--- src/rtl/display_scan_ctrl_pkg.sv ---
// Shared definitions for the scoreboard 7-segment scan controller:
// the blank code, the scan FSM state type and the leading-zero blanking helper.
package scoreboard_disp_pkg;

    localparam logic [3:0] BLANK_CODE = 4'hF;
    localparam int         MAX_DIGITS = 8;

    typedef enum logic [1:0] {
        OFF,
        DRIVE,
        GUARD
    } scan_state_t;

    // Replaces zeros with BLANK_CODE from the most significant used digit downward,
    // stopping at the first nonzero digit; digit 0 always keeps its value.
    function automatic logic [4*MAX_DIGITS-1:0] blank_leading_zeros(
        input logic [4*MAX_DIGITS-1:0] digits,
        input int                      num_digits
    );
        logic [4*MAX_DIGITS-1:0] result;
        logic                    leading;
        result  = digits;
        leading = 1'b1;
        for (int i = MAX_DIGITS - 1; i >= 1; i--) begin
            if (i < num_digits) begin
                if (leading && (digits[4*i +: 4] == 4'h0)) begin
                    result[4*i +: 4] = BLANK_CODE;
                end else begin
                    leading = 1'b0;
                end
            end
        end
        return result;
    endfunction

endpackage

--- src/rtl/display_scan_ctrl_prescaler.sv ---
// Dwell counter for the scan controller. Counts enabled cycles and raises tc
// on the last cycle of a 'limit'-cycle interval, then restarts from zero.
module scan_prescaler
    import scoreboard_disp_pkg::*;
#(
    parameter int WIDTH = 16
) (
    input  logic             clk,
    input  logic             rst_n,
    input  logic             clear,
    input  logic             en,
    input  logic [WIDTH-1:0] limit,
    output logic             tc
);

    logic [WIDTH-1:0] count;

    assign tc = en && !clear && (count == (limit - 1'b1));

    // Count enabled cycles, wrapping to zero on terminal count or when cleared.
    always_ff @(posedge clk or negedge rst_n) begin
        if (!rst_n) begin
            count <= '0;
        end else if (clear) begin
            count <= '0;
        end else if (en) begin
            count <= tc ? '0 : count + 1'b1;
        end
    end

endmodule

--- src/rtl/display_scan_ctrl.sv ---
// Time-multiplexed scan controller for common-anode 7-segment digits sharing one
// BCD decoder. Scores load into a shadow register and commit at frame wrap (or
// immediately while dark) so a displayed value never tears.
// Optional macro DISPLAY_SCAN_LZB_EN enables leading-zero blanking at commit.
module display_scan_ctrl
    import scoreboard_disp_pkg::*;
#(
    parameter int NUM_DIGITS   = 4,
    parameter int PRESCALE     = 50000,
    parameter int GUARD_CYCLES = 2
) (
    input  logic                          clk,
    input  logic                          rst_n,
    input  logic                          enable,
    input  logic                          load,
    input  logic [4*NUM_DIGITS-1:0]       bcd_in,
    output logic [3:0]                    dig_bcd,
    output logic [NUM_DIGITS-1:0]         an,
    output logic [$clog2(NUM_DIGITS)-1:0] dig_idx,
    output logic                          pending,
    output logic                          frame_tick
);

    localparam int IDX_W     = $clog2(NUM_DIGITS);
    localparam int MAX_DWELL = (PRESCALE > GUARD_CYCLES) ? PRESCALE : GUARD_CYCLES;
    localparam int CNT_W     = $clog2(MAX_DWELL + 1);
    localparam logic [IDX_W-1:0] LAST_IDX = IDX_W'(NUM_DIGITS - 1);

    scan_state_t               state;
    logic [4*NUM_DIGITS-1:0]   shadow;
    logic [4*NUM_DIGITS-1:0]   active;
    logic [4*NUM_DIGITS-1:0]   commit_val;
    logic [4*NUM_DIGITS-1:0]   active_nxt;
    logic [IDX_W-1:0]          next_idx;
    logic [CNT_W-1:0]          dwell_limit;
    logic                      dwell_clear;
    logic                      dwell_en;
    logic                      dwell_done;
    logic                      wrap;
    logic                      do_commit;

    function automatic logic [3:0] digit_at(
        input logic [4*NUM_DIGITS-1:0] digits,
        input logic [IDX_W-1:0]        idx
    );
        logic [3:0] code;
        code = BLANK_CODE;
        for (int k = 0; k < NUM_DIGITS; k++) begin
            if (idx == IDX_W'(k)) code = digits[4*k +: 4];
        end
        return code;
    endfunction

    function automatic logic [NUM_DIGITS-1:0] digit_enable(input logic [IDX_W-1:0] idx);
        logic [NUM_DIGITS-1:0] mask;
        mask = '1;
        for (int k = 0; k < NUM_DIGITS; k++) begin
            if (idx == IDX_W'(k)) mask[k] = 1'b0;
        end
        return mask;
    endfunction

    assign dwell_en    = (state != OFF);
    assign dwell_clear = !enable || (state == OFF);
    assign dwell_limit = (state == DRIVE) ? CNT_W'(PRESCALE) : CNT_W'(GUARD_CYCLES);
    assign next_idx    = dig_idx + 1'b1;
    assign wrap        = enable && (state == GUARD) && dwell_done && (dig_idx == LAST_IDX);
    assign do_commit   = pending && ((state == OFF) || wrap);
    assign active_nxt  = do_commit ? commit_val : active;

    scan_prescaler #(
        .WIDTH (CNT_W)
    ) u_prescaler (
        .clk   (clk),
        .rst_n (rst_n),
        .clear (dwell_clear),
        .en    (dwell_en),
        .limit (dwell_limit),
        .tc    (dwell_done)
    );

`ifdef DISPLAY_SCAN_LZB_EN
    logic [4*MAX_DIGITS-1:0] shadow_wide;
    logic [4*MAX_DIGITS-1:0] lzb_wide;
    logic                    lzb_unused;

    // Widen the shadow to the helper's fixed width, upper digits zero.
    always_comb begin
        shadow_wide                   = '0;
        shadow_wide[4*NUM_DIGITS-1:0] = shadow;
    end

    assign lzb_wide   = blank_leading_zeros(shadow_wide, NUM_DIGITS);
    assign commit_val = lzb_wide[4*NUM_DIGITS-1:0];
    assign lzb_unused = ^lzb_wide;
`else
    assign commit_val = shadow;
`endif

    // Shadow capture on load and commit into the active register; a load in a
    // commit cycle keeps pending set because the commit took the older shadow.
    always_ff @(posedge clk or negedge rst_n) begin
        if (!rst_n) begin
            shadow  <= '0;
            active  <= '1;
            pending <= 1'b0;
        end else begin
            active <= active_nxt;
            if (load) begin
                shadow  <= bcd_in;
                pending <= 1'b1;
            end else if (do_commit) begin
                pending <= 1'b0;
            end
        end
    end

    // Scan sequencer: DRIVE one digit, GUARD with all digits dark, advance and wrap.
    always_ff @(posedge clk or negedge rst_n) begin
        if (!rst_n) begin
            state      <= OFF;
            an         <= '1;
            dig_bcd    <= BLANK_CODE;
            dig_idx    <= '0;
            frame_tick <= 1'b0;
        end else begin
            frame_tick <= 1'b0;
            if (!enable) begin
                state   <= OFF;
                an      <= '1;
                dig_bcd <= BLANK_CODE;
                dig_idx <= '0;
            end else begin
                case (state)
                    OFF: begin
                        state   <= DRIVE;
                        dig_idx <= '0;
                        an      <= digit_enable('0);
                        dig_bcd <= active_nxt[3:0];
                    end
                    DRIVE: begin
                        if (dwell_done) begin
                            state   <= GUARD;
                            an      <= '1;
                            dig_bcd <= BLANK_CODE;
                        end
                    end
                    GUARD: begin
                        if (dwell_done) begin
                            state <= DRIVE;
                            if (dig_idx == LAST_IDX) begin
                                dig_idx    <= '0;
                                an         <= digit_enable('0);
                                dig_bcd    <= active_nxt[3:0];
                                frame_tick <= 1'b1;
                            end else begin
                                dig_idx <= next_idx;
                                an      <= digit_enable(next_idx);
                                dig_bcd <= digit_at(active, next_idx);
                            end
                        end
                    end
                    default: begin
                        state   <= OFF;
                        an      <= '1;
                        dig_bcd <= BLANK_CODE;
                        dig_idx <= '0;
                    end
                endcase
            end
        end
    end

endmodule

--- config.mk ---
export PLATFORM = sky130hd
export DESIGN_NAME = display_scan_ctrl
export DESIGN_NICKNAME = d
export VERILOG_FILES = /design/src/rtl/display_scan_ctrl_pkg.sv /design/src/rtl/display_scan_ctrl_prescaler.sv /design/src/rtl/display_scan_ctrl.sv
export SDC_FILE = /design/constraint.sdc
export NUM_CORES = 1
export LEC_CHECK = 0
export ABC_AREA = 1
export CAP_MARGIN = 20
export CORE_UTILIZATION = 56
export CTS_CLUSTER_DIAMETER = 60
export DETAILED_ROUTE_END_ITERATION = 7
export PLACE_DENSITY = 0.77
export SLEW_MARGIN = 10
export SYNTH_ARGS = -nofsm -noshare
export SYNTH_HDL_FRONTEND = slang
export SYNTH_SLANG_ARGS = --single-unit
--- constraint.sdc ---
create_clock -name clk -period 2.2 [get_ports clk]
set_input_delay 0.44 -clock clk [delete_from_list [all_inputs] [get_ports clk]]
set_output_delay 0.44 -clock clk [all_outputs]
set_load 0.05 [all_outputs]
## Word-level counts from Yosys, hierarchy flattened

Index checks and enable logic that the tools add are counted.

- Input bits: 20
- Bits in writable memories: 0
- Latch bits: 0
- ROM bits: 0
- Memories kept: 0
- Word-level logic and storage cells: 76
- Output and inout bits: 12
- Flip-flop bits (word level): 62

- Reduce and logical (&&, ||, !) cells: 17
- Divide/modulo/power cells: 0
- Add/subtract/negate cells: 3
- Bitwise operators: 0
- Shift-type cells: 0
- Multiply operators: 0
- Equality and inequality tests: 10
- Multiplexer cells: 36
- Order comparisons: 0

Operators by type and width:

| kind | number |
|---|---|
| $mux 16 | 4 |
| $mux 4 | 12 |
| $pmux 4 s3 | 2 |
| $add 16x1->16 const B | 1 |
| $eq 16x16->1 | 1 |
| $sub 16x1->16 const B | 1 |
| $mux 2 | 6 |
| $mux 1 | 10 |
| $eq 2x2->1 const B | 4 |
| $logic_and 1x1->1 | 6 |
| $ne 3x3->1 const B | 2 |
| $pmux 2 s3 | 1 |
| $reduce_bool 2->1 | 3 |
| $eq 2x1->1 const B | 2 |
| $logic_not 2->1 | 2 |
| $pmux 2 s2 | 1 |
| $reduce_and 2->1 | 2 |
| $add 2x1->2 const B | 1 |
| $logic_not 1->1 | 2 |
| $logic_or 1x1->1 | 2 |
| $ne 2x2->1 const B | 1 |

## Longest topological paths before layout

Gate-level depths: netlist of the first run.

- Depth in word-level cells: 14
- Depth in mapped cells: 13
- Gate-level depth less buffers: 13

## Modules after synthesis

A second synthesis of the first run with hierarchy kept.

- Cell total of the unflattened synthesis: 543
- Area total of the unflattened synthesis: 4053.9 µm²

Modules (own cells, without submodules):

| module | cells each | seq. area each (µm²) | area each (µm²) | times used |
|---|---|---|---|---|
| display_scan_ctrl | 235 | 1181.1 | 2169.6 | 1 |
| scan_prescaler | 308 | 400.4 | 1884.3 | 1 |

## Worst setup path after synthesis of the first run

OpenSTA, ideal clock, no wires.

- Path kind: reg2reg
- Start: reg dig_idx[0]
- End: reg dig_bcd[2]
- Required time: 2.128 ns
- Buffers on the path: 0
- Arrival time: 1.872 ns
- Path slack: 0.256 ns
- Period minus slack after synthesis: 1.944 ns
- Cell stages (with the launch flop): 13
- Setup time: 0.072 ns
- Path through: dfrtp_1 -> inv_1 -> ha_1 -> inv_1 -> nand2_1 -> o21ai_0 -> nand2_1 -> a21oi_1 -> nand3_1 -> o21ai_1 -> clkinv_1 -> nand2_1 -> inv_1

- Cells in the longest elaborated chain, start to end: 10
- Elaborated cells between the ends (all ways): 18
- Classes of those cells: 1 x add/sub; 4 x eq/ne; 9 x mux; 4 x reduce/logical

Ends and longest elaborated chain:

| item | line | RTL |
|---|---|---|
| from (decl) | display_scan_ctrl.sv:19 | `output logic [$clog2(NUM_DIGITS)-1:0] dig_idx,` |
| from (signal assigned) | display_scan_ctrl.sv:157 | `dig_idx <= next_idx;` |
| $add 2x1->2 | display_scan_ctrl.sv:66 | `assign next_idx = dig_idx + 1'b1;` |
| $logic_not 2->1 | display_scan_ctrl.sv:49 | `if (idx == IDX_W'(k)) code = digits[4*k +: 4];` |
| $mux 4 (4 in series) | display_scan_ctrl.sv:49 |  |
| $mux 4 | display_scan_ctrl.sv:151 | `if (dig_idx == LAST_IDX) begin` |
| $mux 4 | display_scan_ctrl.sv:149 | `if (dwell_done) begin` |
| $pmux 4 s3 * | display_scan_ctrl.sv:134 | `case (state)` |
| $mux 4 * | display_scan_ctrl.sv:128 | `if (!enable) begin` |
| to (signal assigned) | display_scan_ctrl.sv:139 | `dig_bcd <= active_nxt[3:0];` |
| to (signal assigned) | display_scan_ctrl.sv:154 | `dig_bcd <= active_nxt[3:0];` |
| to (signal assigned) | display_scan_ctrl.sv:159 | `dig_bcd <= digit_at(active, next_idx);` |
| to (decl) | display_scan_ctrl.sv:17 | `output logic [3:0] dig_bcd,` |

Mark *: on every way between the ends. The rest lies on a longest branch, timed or not. The select of a mux whose other input is x is not followed.
A chain may end at the register's enable or synchronous reset.

## Worst setup path after layout of the first run

- Start: reg pending
- End: out pending

RTL lines:

| item | line | RTL |
|---|---|---|
| from (decl) | display_scan_ctrl.sv:20 | `output logic pending,` |
| from (signal assigned) | display_scan_ctrl.sv:106 | `pending <= 1'b0;` |
| from (signal assigned) | display_scan_ctrl.sv:111 | `pending <= 1'b1;` |
| from (signal assigned) | display_scan_ctrl.sv:113 | `pending <= 1'b0;` |

No word-level cell between the ends.

==> results of run 1 <==
## logic make-up after synthesis
kind of cell,count (synthesis),share of synthesized area [%]
flip-flops,62,50.9
AO/OA/AOI/OAI,54,11.0
buffers and inverters,55,7.49
multiplexers,4,1.45
adder cells (fa/ha/maj),6,2.42
XOR/XNOR,5,1.41
AND/OR/NAND/NOR,165,25.4
## path summary, 6_finish.rpt
path	from	end	slack [ps]
max reg2reg	dig_idx[0]$_DFFE_PN0P_	dig_bcd[2]$_DFFE_PN1P_	260
min	rst_n	frame_tick$_DFF_PN0_	70
max in group asynchronous	rst_n	dig_bcd[0]$_DFFE_PN1P_	1470
min in group clk	u_prescaler.count[15]$_DFFE_PN0P_	u_prescaler.count[15]$_DFFE_PN0P_	460
min reg2reg	u_prescaler.count[15]$_DFFE_PN0P_	u_prescaler.count[15]$_DFFE_PN0P_	460
max	pending$_DFFE_PN0P_	pending	70
## worst reg2reg max path, delay by kind of cell, from the launching register on
family | cells | cell delay, ps
buffers and inverters | 4 | 400
AOI/OAI and AO/OA | 3 | 450
DFF | 1 | 410
adders and majority gates | 1 | 230
and+or+nand+nor | 4 | 390
## state kept, by name (all words and copies together), names as in the netlist
| name | cells |
|---|---|
| dig_bcd | 4 |
| dig_idx | 2 |
| u_prescaler.count | 16 |
| state | 2 |
| commit_val | 16 |
| pending | 1 |
| active | 16 |
| frame_tick | 1 |
| an | 4 |
## routing by layer
metal | GRT usage (%) | routed length (um) | up-vias
li1 | - | - | 1200
met1 | 32.1 | 3000 | 1110
met2 | 36.0 | 2660 | 58
met3 | 3.95 | 192 | 13
met4 | 11.5 | 153 | 0
met5 | 0 | 0 | -
## metrics by stage
| stage | hold WS, ps | util (%) | power [uW] | instances |
|---|---|---|---|---|
| after global placement | 428 | 67.1 | 2270 | 452 |
| after global routing | 89.7 | 71.4 | 3540 | 468 |
| after detailed placement | 439 | 67.1 | 2300 | 452 |
| after floorplan | 144 | - | 2080 | 351 |
| final | 70.9 | 71.4 | 3360 | 468 |
| after CTS | 81.6 | 71.3 | 3380 | 468 |
## power by group through the flow
stage	sequential, uW	combinational, uW	clock [uW]
2_1_floorplan	1620	456	0
3_3_place_gp	1550	724	0
3_5_place_dp	1550	749	0
4_1_cts	1530	750	1090
5_1_grt	1560	828	1150
6_report	1540	743	1080
## cell type report
type / instances / area (um^2) / share of cell area, %
Sequential cell: 62 / 1580 / 42.4
Inverter: 47 / 176 / 4.72
Tap cell: 70 / 87.6 / 2.34
Multi-Input combinational cell: 234 / 1290 / 34.6
Clock buffer: 13 / 179 / 4.79
Timing Repair Buffer: 39 / 378 / 10.1
Clock inverter: 3 / 40.0 / 1.07
## cells in the final DEF, fill, tap and decap left out, types with 4 or more instances in the layout
cell	netlist	layout
buf_4	1	7
ha_1	6	6
a31oi_1	5	5
inv_1	38	38
dfrtp_1	38	36
o21ai_2	12	12
mux2_2	4	4
inv_2	7	7
nand2_1	72	72
xor2_1	5	5
clkbuf_8	0	13
dfstp_2	24	24
nor2_1	36	36
nor2_2	5	5
o21ai_0	21	21
nand2_2	13	13
clkdlybuf4s50_1	0	30
o21ai_1	4	4
nand3_1	19	19
a21oi_1	9	9
## what timing repair did
| action | CTS | global route |
|---|---|---|
| gates resized for setup | 0 | 2 |
| hold endpoints to repair | 0 | 0 |
| endpoints found under the setup margin | 0 | 1 |
==> flow_summary.yaml, run 1 <==
final_layout:
  num_antenna_cells: 0
  nets: 419
  syn_to_final_growth_pct: 20.3
  nFillCells: 409
  fin_area_um2: 3740
  drive_above_1_share_pct: 26.1
timing:
  rsz0062_at_grt: "no"
  worst_slew_pin_slew_ps: 507
  fin_tns_setup_ps: 0
  fmax_mhz: 469
  slew_headroom_pct: 66.2
  hold_violations: 0
  finClkSkew_ps: 7.82
  layout_setup_ws_ps: 67.9
  setup_viol: 0
  finalCritPeriodShare_pct: 96.9
  min_period_ps: 2130
  maxSlewViolCount: 0
drt:
  wl_per_cell_um: 12.8
  drc_errors: 0
  wirelength_mm: 6.01
  viasPerCell: 5.09
  vias: 2381
  drt_pass1_iterations: 4
  drtIter0Drc: 141
  ant_nets: 0
critical_path:
  start_kind: "flop"
  crit_slowest_cell: "clkdlybuf4s50_1"
  critPathMaxStageDelay_ps: 860
  crit_arrival_ps: 1690
  worstSetupPathType: "reg -> out"
  path_buf_inv: 1
  cp_top_family: "buffers and inverters"
  path_depth: 1
  reg2reg_depth: 12
  cp-end-kind: "output port"
  worst_ep_required_time_ps: 1760
  path_max_fanout: 7
  path_cells: "clkdlybuf4s50_1"
die:
  io_pins: 32
  dieWidth_um: 76.5
  start_util_pct: 59.3
  die_h_um: 76.5
  core_um2: 5240
  rows: 26
  dieArea_um2: 5850
clock_network:
  cts_tree: "yes"
  clk_path_buf_depth: 2
  clock_latency_ps: 340
  hold_buffers: 0
  cts-buffers-inserted: 9
  htreeDepth: 3
  cts_setup_buffers: 0
  clk_pin_slew_ps: 70
  clock-sinks: 62
  root_buffer: "clkbuf_8"
yosys:
  ys_ff_latch: 62
  synth.top_cell.area_share_pct: 30.6
  synthTopCellsByArea: "dfrtp_1 31%, dfstp_2 20%, nand2_1 8.7%, inv_1 4.6%, nor2_1 4.3%"
  synth.distinct_cells: 35
  async_flop_share_pct: 100
  yosys.area.top_type: "dfrtp_1"
  yosysMostFrequentCell: "nand2_1"
  synthTopCellsByCount: "72 x nand2_1, 38 x dfrtp_1, 38 x inv_1"
  ys_seq_area_share_pct: 50.9
  synthesis.nets: 377
  synth_edf_count: 0
  synth_flop_cell: "dfrtp_1"
  syn_inst: 351
  syn-cell-area_um2: 3110
  postSynthAreaPerCell_um2: 8.85
  ys_warn_count: 0
grt:
  antenna_found_initial: 0
  grt_max_degree: 43
  grt_overflow: 0
  grt_pass1_wl_mm: 10.6
  grt_use_total_pct: 23.4
  grt_pass1_vias: 2337
power_and_ir_drop:
  combPwrFrac_pct: 22.1
  clkPwrFrac_pct: 32.1
  power_density_nw_per_um2: 898
  p_int_uw: 2340
  power_switching_share_pct: 30.2
  seqPwrFrac_pct: 45.7
  leakagePower_uw: 0.00166
  vdd_ir_drop_max_v: 0.000474
  p_sw_uw: 1020
placement:
  place_ws_ps: 100
  portBuffers: 31
  dpl_cell_area_um2: 3520
  gp_congestion: 0.824
  hpwlAfterDp_mm: 4.30
outcome:
  status: "finished, final reports clean"
run:
  cap_viol_max_count: 0
worst_hold_path:
  hold_class: "in -> async"
No activity file was read; power rests on OpenSTA's default activity.
==> inputs of run 2 (changes only) <==
--- a/config.mk
+++ b/config.mk
@@ -7,10 +7,12 @@
 export LEC_CHECK = 0
 export ABC_AREA = 1
 export CAP_MARGIN = 20
-export CORE_UTILIZATION = 56
+export CORE_UTILIZATION = 60
 export CTS_CLUSTER_DIAMETER = 60
 export DETAILED_ROUTE_END_ITERATION = 7
-export PLACE_DENSITY = 0.77
+export DONT_BUFFER_PORTS = 1
+export PLACE_DENSITY = 0.76
+export RECOVER_POWER = 50
 export SLEW_MARGIN = 10
 export SYNTH_ARGS = -nofsm -noshare
 export SYNTH_HDL_FRONTEND = slang
==> run 2 against run 1 <==
  * Sequential cell count unchanged
  * Register-to-register slack better by 30 ps
  * Clock power fell by 4%
  * Clock-buffer cell count up 1
  * Cell area is 9.2% lower
  * Core utilization decreased by 1.4 points
  * Highest routed layer unchanged
  * Critical endpoint is now dig_bcd[3]$_DFFE_PN1P_
  * Critical path depth up 11
  * Final cell count is 7.7% lower
  * Setup slack improved by 220 ps
  * Total power down 4.5%
  * First-iteration DRC count rose by 27%
  * Fmax increased by 12%
==> flow_summary.yaml, run 2 (same netlist as run 1, synthesis figures left out) <==
drt:
  wirelength_mm: 5.67
  viasPerCell: 5.26
  drc_errors: 0
  ant_nets: 0
  drt_pass1_iterations: 5
  wl_per_cell_um: 13.1
  drtIter0Drc: 179
  vias: 2272
die:
  dieArea_um2: 5470
  rows: 25
  dieWidth_um: 74.0
  start_util_pct: 64.1
  die_h_um: 74.0
  core_um2: 4850
  io_pins: 32
clock_network:
  clock-sinks: 62
  post_cts_resized: 0
  htreeDepth: 3
  root_buffer: "clkbuf_8"
  hold_buffers: 2
  clk_pin_slew_ps: 70
  clk_path_buf_depth: 2
  cts-buffers-inserted: 9
  clock_latency_ps: 340
  cts_setup_buffers: 0
  cts_tree: "yes"
power_and_ir_drop:
  combPwrFrac_pct: 16.9
  power_switching_share_pct: 30.8
  leakagePower_uw: 0.00152
  power_uw: 3210
  p_sw_uw: 988
  p_int_uw: 2220
  power_density_nw_per_um2: 945
  clkPwrFrac_pct: 32.4
  vdd_ir_drop_max_v: 0.000668
  seqPwrFrac_pct: 50.7
critical_path:
  path_cells: "inv_1 > ha_1 > inv_1 > nand2_1 > o21ai_0 > nand2_1 > a21oi_1 > nand3_1 > o21ai_1 > clkinv_1 > nand2_1 > inv_1"
  start_kind: "flop"
  cp-end-kind: "flop"
  path_depth: 12
  path_buf_inv: 4
  cp_top_family: "compound AO/OA/AOI/OAI gates"
  critPathMaxStageDelay_ps: 420
  reg2reg_depth: 12
  worstSetupPathType: "reg -> reg"
  crit_slowest_cell: "dfrtp_1"
  path_max_fanout: 5
  r2r_setup_slack_ps: 290
  worst_ep_required_time_ps: 2470
  crit_arrival_ps: 2180
final_layout:
  final-seq-area_um2: 1580
  drive_above_1_share_pct: 26.3
  nFillCells: 393
  nets: 386
  num_antenna_cells: 0
  syn_to_final_growth_pct: 9.18
  final_cell_mix: "73 x nand2_1, 38 x inv_1, 38 x dfrtp_1"
  layout_commonest_cell: "nand2_1"
  multi_input_area_um2: 1290
grt:
  grt_max_degree: 63
  grt_overflow: 0
  grt_pass1_wl_mm: 9.73
  grt_use_total_pct: 24.0
  antenna_found_initial: 0
  grt_pass1_vias: 2109
timing:
  whs_ps: 202
  worst_slew_pin_slew_ps: 1320
  rsz0062_at_grt: "no"
  min_period_ps: 1910
  finalCritPeriodShare_pct: 86.8
  hold_violations: 0
  maxSlewViolCount: 0
  fin_tns_setup_ps: 0
  slew_headroom_pct: 12.0
  setup_viol: 0
  finClkSkew_ps: 10.6
  fmax_mhz: 524
placement:
  hpwlAfterDp_mm: 3.95
  portBuffers: 0
  gp_congestion: 0.822
run:
  cap_viol_max_count: 0
worst_hold_path:
  hold_class: "in -> reg"
  whs_path_depth: 1
outcome:
  status: "finished, final reports clean"
run 2: changes by cell type in the layout (fill, tap and decap cells not counted), sizes merged:
cell and change:
clkbuf +1, buf -4, clkdlybuf4s50 -30, dlygate4sd3 +1, bufinv -1
run 2: worst paths after layout:
path | start | end
max in group asynchronous | rst_n | commit_val[15]$_DFFE_PN0P_
min reg2reg | u_prescaler.count[15]$_DFFE_PN0P_ | u_prescaler.count[15]$_DFFE_PN0P_
min in group asynchronous | rst_n | u_prescaler.count[0]$_DFFE_PN0P_
max reg2reg | dig_idx[0]$_DFFE_PN0P_ | dig_bcd[3]$_DFFE_PN1P_
min | load | commit_val[11]$_DFFE_PN0P_
max | dig_idx[0]$_DFFE_PN0P_ | dig_bcd[3]$_DFFE_PN1P_
run 2: final cells by class:
cell class / instances / share of cell area (%)
sequential: 62 / 46.6
tap: 67 / 2.47
multi-input combinational: 234 / 38.0
inverter: 47 / 5.20
clock buffer: 14 / 6.05
clock inverter: 2 / 0.295
timing repair buffer: 6 / 1.33
run 2: power by group through the flow:
stage               Clock [uW]  Combinational, uW  Sequential [uW]
finish                    1040                541             1630
global route              1110                613             1650
CTS                       1050                551             1630
detailed placement           0                519             1640
global placement             0                505             1640
floorplan                    0                456             1620
run 2: through the flow:
step           std cells  utilization (%)  instance area, um^2  setup slack, ps
6_report             432             70.0                 3390              291
5_1_grt              432             70.0                 3390             89.5
4_1_cts              432             70.5                 3420              298
3_5_place_dp         414             65.3                 3160              315
2_1_floorplan        351                -                 3110              256
3_3_place_gp         414             65.3                 3160              353
run 2: layer usage:
| metal | track usage (%) | up-vias | routed length, um |
|---|---|---|---|
| met2 | 34.1 | 65 | 2410 |
| met1 | 34.5 | 1060 | 2810 |
| met3 | 6.78 | 14 | 319 |
| li1 | - | 1133 | - |
| met5 | 0 | - | 0 |
| met4 | 10.0 | 0 | 133 |
